## config.mk

```make
export PLATFORM = sky130hd
export DESIGN_NAME = neuron_accumulator
export DESIGN_NICKNAME = d
export VERILOG_FILES = /design/src/rtl/neuron_accumulator.sv
export SDC_FILE = /design/constraint.sdc
export NUM_CORES = 1
export LEC_CHECK = 0
export BUFFER_PORTS_ARGS = -buffer_cell sky130_fd_sc_hd__buf_2
export CORE_MARGIN = 2
export CORE_UTILIZATION = 25
export CTS_CLUSTER_DIAMETER = 120
export DETAILED_ROUTE_END_ITERATION = 12
export PLACE_DENSITY = 0.51
export RECOVER_POWER = 50
export SETUP_SLACK_MARGIN = 0.05
export SYNTH_ARGS = -nofsm -noshare
export SYNTH_HDL_FRONTEND = slang
export SYNTH_SLANG_ARGS = --single-unit
```

## constraint.sdc

```tcl
create_clock -name clk -period 7.9 [get_ports clk]
set_input_delay 1.58 -clock clk [delete_from_list [all_inputs] [get_ports clk]]
set_output_delay 1.58 -clock clk [all_outputs]
set_load 0.05 [all_outputs]
```

## src/rtl/neuron_accumulator.sv

```systemverilog
// Neuron accumulator: sums N_INPUTS signed products, adds a bias, optionally applies ReLU.
// Define NEURON_ACC_SAT_EN to saturate every add; otherwise adds wrap modulo 2^22.
module neuron_accumulator #(
    parameter int N_INPUTS = 784,
    parameter int RELU     = 1
) (
    input  logic               clk,
    input  logic               rst,
    input  logic               in_valid,
    output logic               in_ready,
    input  logic signed [19:0] in_prod,
    input  logic signed [21:0] bias,
    output logic               out_valid,
    input  logic               out_ready,
    output logic signed [21:0] out_data,
    output logic               busy,
    output logic [1:0]         dbg_state
);

    // Handshake: a transfer happens on a rising edge where valid && ready are both high;
    // valid never waits on ready, and an offered value is held stable until it transfers.

    typedef enum logic [1:0] {
        S_ACCUM = 2'd0,
        S_BIAS  = 2'd1,
        S_OUT   = 2'd2
    } state_t;

    localparam logic [9:0]         LAST_CNT = 10'(N_INPUTS - 1);
    localparam logic signed [21:0] SAT_MAX  = 22'sh1FFFFF;
    localparam logic signed [21:0] SAT_MIN  = 22'sh200000;

    state_t             r_state;
    state_t             w_next_state;
    logic signed [21:0] r_acc;
    logic signed [21:0] r_res;
    logic [9:0]         r_cnt;

    logic               w_accept;
    logic               w_last;
    logic               w_out_done;
    logic signed [21:0] w_prod_ext;
    logic signed [21:0] w_sum;
    logic signed [21:0] w_biased;
    logic signed [21:0] w_res_next;

`ifdef NEURON_ACC_SAT_EN
    function automatic logic signed [21:0] add22(input logic signed [21:0] a,
                                                  input logic signed [21:0] b);
        logic signed [22:0] s;
        s = {a[21], a} + {b[21], b};
        if (s[22] != s[21]) begin
            return s[22] ? SAT_MIN : SAT_MAX;
        end
        return s[21:0];
    endfunction
`else
    function automatic logic signed [21:0] add22(input logic signed [21:0] a,
                                                  input logic signed [21:0] b);
        return a + b;
    endfunction
`endif

    assign w_accept   = in_valid && (r_state == S_ACCUM);
    assign w_last     = w_accept && (r_cnt == LAST_CNT);
    assign w_out_done = (r_state == S_OUT) && out_ready;
    assign w_prod_ext = {{2{in_prod[19]}}, in_prod};
    assign w_sum      = add22(r_acc, w_prod_ext);
    assign w_biased   = add22(r_acc, bias);
    assign w_res_next = ((RELU != 0) && w_biased[21]) ? 22'sd0 : w_biased;

    always_ff @(posedge clk or posedge rst) begin
        if (rst) begin
            r_state <= S_ACCUM;
        end else begin
            r_state <= w_next_state;
        end
    end

    always_comb begin
        w_next_state = r_state;
        case (r_state)
            S_ACCUM: if (w_last) w_next_state = S_BIAS;
            S_BIAS:  w_next_state = S_OUT;
            S_OUT:   if (out_ready) w_next_state = S_ACCUM;
            default: w_next_state = S_ACCUM;
        endcase
    end

    always_comb begin
        in_ready  = (r_state == S_ACCUM);
        out_valid = (r_state == S_OUT);
        busy      = (r_cnt != 10'd0) || (r_state != S_ACCUM);
        out_data  = r_res;
        dbg_state = r_state;
    end

    // The accumulator is cleared only when the result leaves, so bubbles never disturb it.
    always_ff @(posedge clk or posedge rst) begin
        if (rst) begin
            r_acc <= '0;
            r_cnt <= '0;
            r_res <= '0;
        end else begin
            if (w_accept) begin
                r_acc <= w_sum;
            end else if (w_out_done) begin
                r_acc <= '0;
            end
            if (w_last) begin
                r_cnt <= '0;
            end else if (w_accept) begin
                r_cnt <= r_cnt + 10'd1;
            end
            if (r_state == S_BIAS) begin
                r_res <= w_res_next;
            end
        end
    end

endmodule

```

Yosys cells after proc, flatten, opt, wreduce, memory -nomap -nowiden
Index checks and enable logic that the tools add are counted.
- equality and inequality tests: 5
- multiplexer cells: 8
- $add $sub $neg: 3
- reductions and logical operators: 10
- operator list (kind ; count):
    $mux 22 ; 2
    $add 22x20->22 ; 1
    $add 22x22->22 ; 1
    $mux 21 ; 1
    $mux 10 ; 2
    $add 10x1->10 const B ; 1
    $eq 10x10->1 const B ; 1
    $reduce_bool 10->1 ; 1
    $pmux 2 s3 ; 1
    $reduce_bool 2->1 ; 3
    $mux 2 ; 2
    $ne 2x1->1 const B ; 2
    $logic_and 1x1->1 ; 3
    $eq 2x1->1 const B ; 1
    $eq 2x2->1 const B ; 1
    $logic_not 2->1 ; 1
    $reduce_and 2->1 ; 1
    $logic_or 1x1->1 ; 1
- register bits after elaboration: 56
- input port bits: 46
- output and inout bits: 27
- logic and storage cells: 30

Logic depth before layout (Yosys ltp)
- depth in word-level cells: 5
- mapped depth: 11
- depth with buffers taken out: 11

Least setup slack after synthesis
No wires, ideal clock.
- path type: input to register
- from: input port in_prod[0]
- to: register r_acc[20]
- path buffers: 0
- data required time: 7774 ps
- stages: 11
- library setup time: 126 ps
- setup slack: 4040 ps
- arrival: 3734 ps
- cell sequence: ha_1 inv_1 fa_1 nor2b_1 o21ai_1 a21oi_1 o31ai_2 o31a_1 a21oi_1 mux2_1 a221o_1
- longest elaborated chain between the ends: 2
- ends and longest elaborated chain (element ; line ; RTL):
    from (decl) ; 11 ; input logic signed [19:0] in_prod,
    $add 22x20->22 ; 60 ; return a + b;
    $mux 22 ; 105 ; if (w_accept) begin
    to (signal assigned) ; 106 ; r_acc <= w_sum;
    to (decl) ; 35 ; logic signed [21:0] r_acc;
Every way passes these cells.
A chain may end at the register's enable or synchronous reset.

==> metrics.cfg <==
[outcome]
status=complete, but fails checks
violations=capacitance limit, slew limit

[routing]
num_vias=3876
wirelength_um=12000
drt-vias-per-instance=4.86
wl_per_cell_um=15.0
drcViolationCount=0
antenna_left=0
drt_iter0_markers=147
drt_pass1_iterations=4

[worst_hold_path]
hold_depth=2
hp-start=out_data[0]$_DFFE_PP0N_
hold_end=out_data[0]$_DFFE_PP0N_
hold_class=reg -> reg

[clocking]
htreeDepth=2
tritoncts=done
insertion_delay_ns=0.30
cts.clk_slew.worst_paths_ns=0.07
cts-root-buf=clkbuf_16
cts_buffers=5
cts.hold.buffers_added=0
ctsResizeCount=0
postCtsSetupBuffers=0
cts_sinks=55
cts_buffer_depth=2

[sta]
min_period_ns=4.13
tns_ns=0
finClkSkew_ns=0.00564
setup_slack_ns=3.77
final.period_utilization_pct=52.2
tightestPinTransition_ns=3.04
setup_viol=0
slew_violations=97
max_freq_mhz=242
hold_viol=0
grt_setup_unrepaired=no
max_slew_margin_pct=-103
fin_hold_ws_ns=0.481

[synthesis]
synth-seq-cells=55
synth_edf_count=0
yosysUniqueCellTypes=59
syn_nets=597
async_flop_share_pct=100
synthCells=505
yosysWarningCount=0
synth_flop_cell=dfrtp_1
ys_seq_area_share_pct=31.3
synth_area_um2=4390
syn_area_per_cell_um2=8.70

[pwr]
leakage_nw=2.30
p_seq_share_pct=24.3
fin_total_pwr_mw=1.79
p_sw_mw=0.848
peakVddDrop_uv=107
power.share.switching_pct=47.2
cellPowerDensity_nw_per_um2=350
p_comb_share_pct=62.5
p_int_mw=0.947
p_clk_share_pct=13.2

[place]
dp.cells=790
gp_congestion=0.889
pre_cts_slack_ns=3.52
dp_hpwl_um=9590
io_buffers=71
dpl_cell_area_um2=4990

[job]
drv_cap=2

[layout]
antennaDiodeCount=0
drive_above_1_share_pct=16.2
final_cells=798
num-nets-final=664
area_growth_pct=16.6
utilization_pct=29.7
design_area_um2=5120

[worst_setup_path]
slowest_stage=clkbuf_1
critPathLaunchType=primary input
rrSetupSlack_ns=4.76
r2r_cells=9
crit_fanout=55
path_buf_inv=3
timing.rr.end=out_data[14]$_DFFE_PP0N_
critPathRequiredTime_ns=7.64
crit_family=buffers and inverters
crit_chain=buf_2 -> clkinv_1 -> clkbuf_1
slowest_delay_ns=2.14
criticalPathCategory=in -> async
rr_startpoint=r_acc[7]$_DFFE_PP0P_
arrival_ns=3.87
worstSetupEndpointType=asynchronous set/reset pin

[grt]
grt.total_usage_pct=12.9
grt_pass1_vias=3779
grt_max_degree=56
grt_pass1_wl_um=19000
grt-ovfl-total=0
antenna_found_initial=1

[floorplanning]
num_rows=48
io_pins=73
start_util_pct=25.5
fp.coreArea_um2=17200
die_y_um=137
die_area_um2=18600
die_w_um=137

state kept, by name, indices dropped and copies added (netlist names):
register,cells
r_cnt,10
out_data,21
dbg_state,2
r_acc,22
synth_stat cells, drive strengths merged (11+ instances only):
master,count,share of area [%]
nor2,31,2.8
inv,18,1.5
nand2,72,6.2
dfrtp,55,31
ha,44,13
nor3,11,1.3
xnor2,20,4.0
xor2,16,3.2
o31ai,14,3.8
a21o,14,2.4
a21oi,39,4.4
o21ai,51,5.8
cell type report:
cell class	count	area [um2]
multi-input cells	419	2890
clock buffers	8	156
inverters	18	67.6
fillers	1823	12100
flip-flops and latches	55	1380
repair buffers	73	353
well taps	225	282
worst register-to-register path: stages, from the launching register on:
cell     delay [ns]
dfrtp_1        0.43
ha_1           0.37
and3_4         0.22
and3_1         0.18
a211o_1        0.32
nand2_1        0.08
o21ai_0        0.13
nor2_2         0.81
nor2_2         0.13
a32o_1         0.34
power by group through the flow:
stage               combinational (mW)  clock (mW)  sequential, mW
finish                            1.12       0.237           0.436
global placement                  1.10           0           0.438
CTS                               1.12       0.246           0.436
detailed placement                1.11           0           0.441
global route                      1.26       0.255           0.447
floorplan                        0.897           0           0.412
how the worst max path moves through the flow:
stage                     startpoint  cells after the start                        to  slack (ns)
after floorplan           in_prod[0]                     11     r_acc[20]$_DFFE_PP0P_        4.04
after global placement       bias[0]                     12  out_data[20]$_DFFE_PP0N_        3.67
after detailed placement     bias[2]                     10  out_data[14]$_DFFE_PP0N_        3.52
after CTS                    bias[2]                     10  out_data[14]$_DFFE_PP0N_        3.84
after global routing             rst                      3     r_acc[13]$_DFFE_PP0P_        3.10
final                            rst                      3     r_acc[18]$_DFFE_PP0P_        3.77
layout by cell type, fill, tap and decap left out, types with 3 or more instances in the layout:
master,netlist,layout
nand4_1,7,7
a211o_1,5,5
o21a_1,6,6
a21oi_1,39,39
a22o_1,4,4
clkbuf_16,0,5
nor2b_1,9,9
inv_1,18,17
nor2_1,29,29
clkbuf_1,10,11
nand4b_1,3,3
nand3_1,5,5
or3_1,6,6
o21ai_1,5,5
dfrtp_1,55,55
xnor2_1,20,20
ha_1,44,44
a31oi_1,3,3
buf_2,0,63
o21bai_1,6,6
mux2i_1,3,3
nand2_1,72,72
o21ai_0,46,46
nor3_1,11,11
o31ai_2,10,10
o31ai_1,3,3
nand2b_1,5,5
a211oi_1,6,6
a21o_1,12,12
xor2_1,16,16
o31a_1,4,4
metal layers:
layer  routed length [um]  global-route usage, %  up-vias
met1                 5650                   16.5     1819
met3                  545                   2.78       11
li1                     -                      -     1980
met4                  138                   3.24        2
met5                   11                      0        -
met2                 5640                   22.2       64
cell families after synthesis:
kind of cell | count (synthesis) | synth area share (%)
mux | 4 | 0.940
compound gates | 169 | 26.6
xor+xnor | 36 | 7.18
fa+ha+maj | 46 | 13.4
flops | 55 | 31.3
buf+inv | 31 | 2.91
simple gates | 163 | 17.5
other cells | 1 | 0.0854
(Power assumes the default switching activity.)
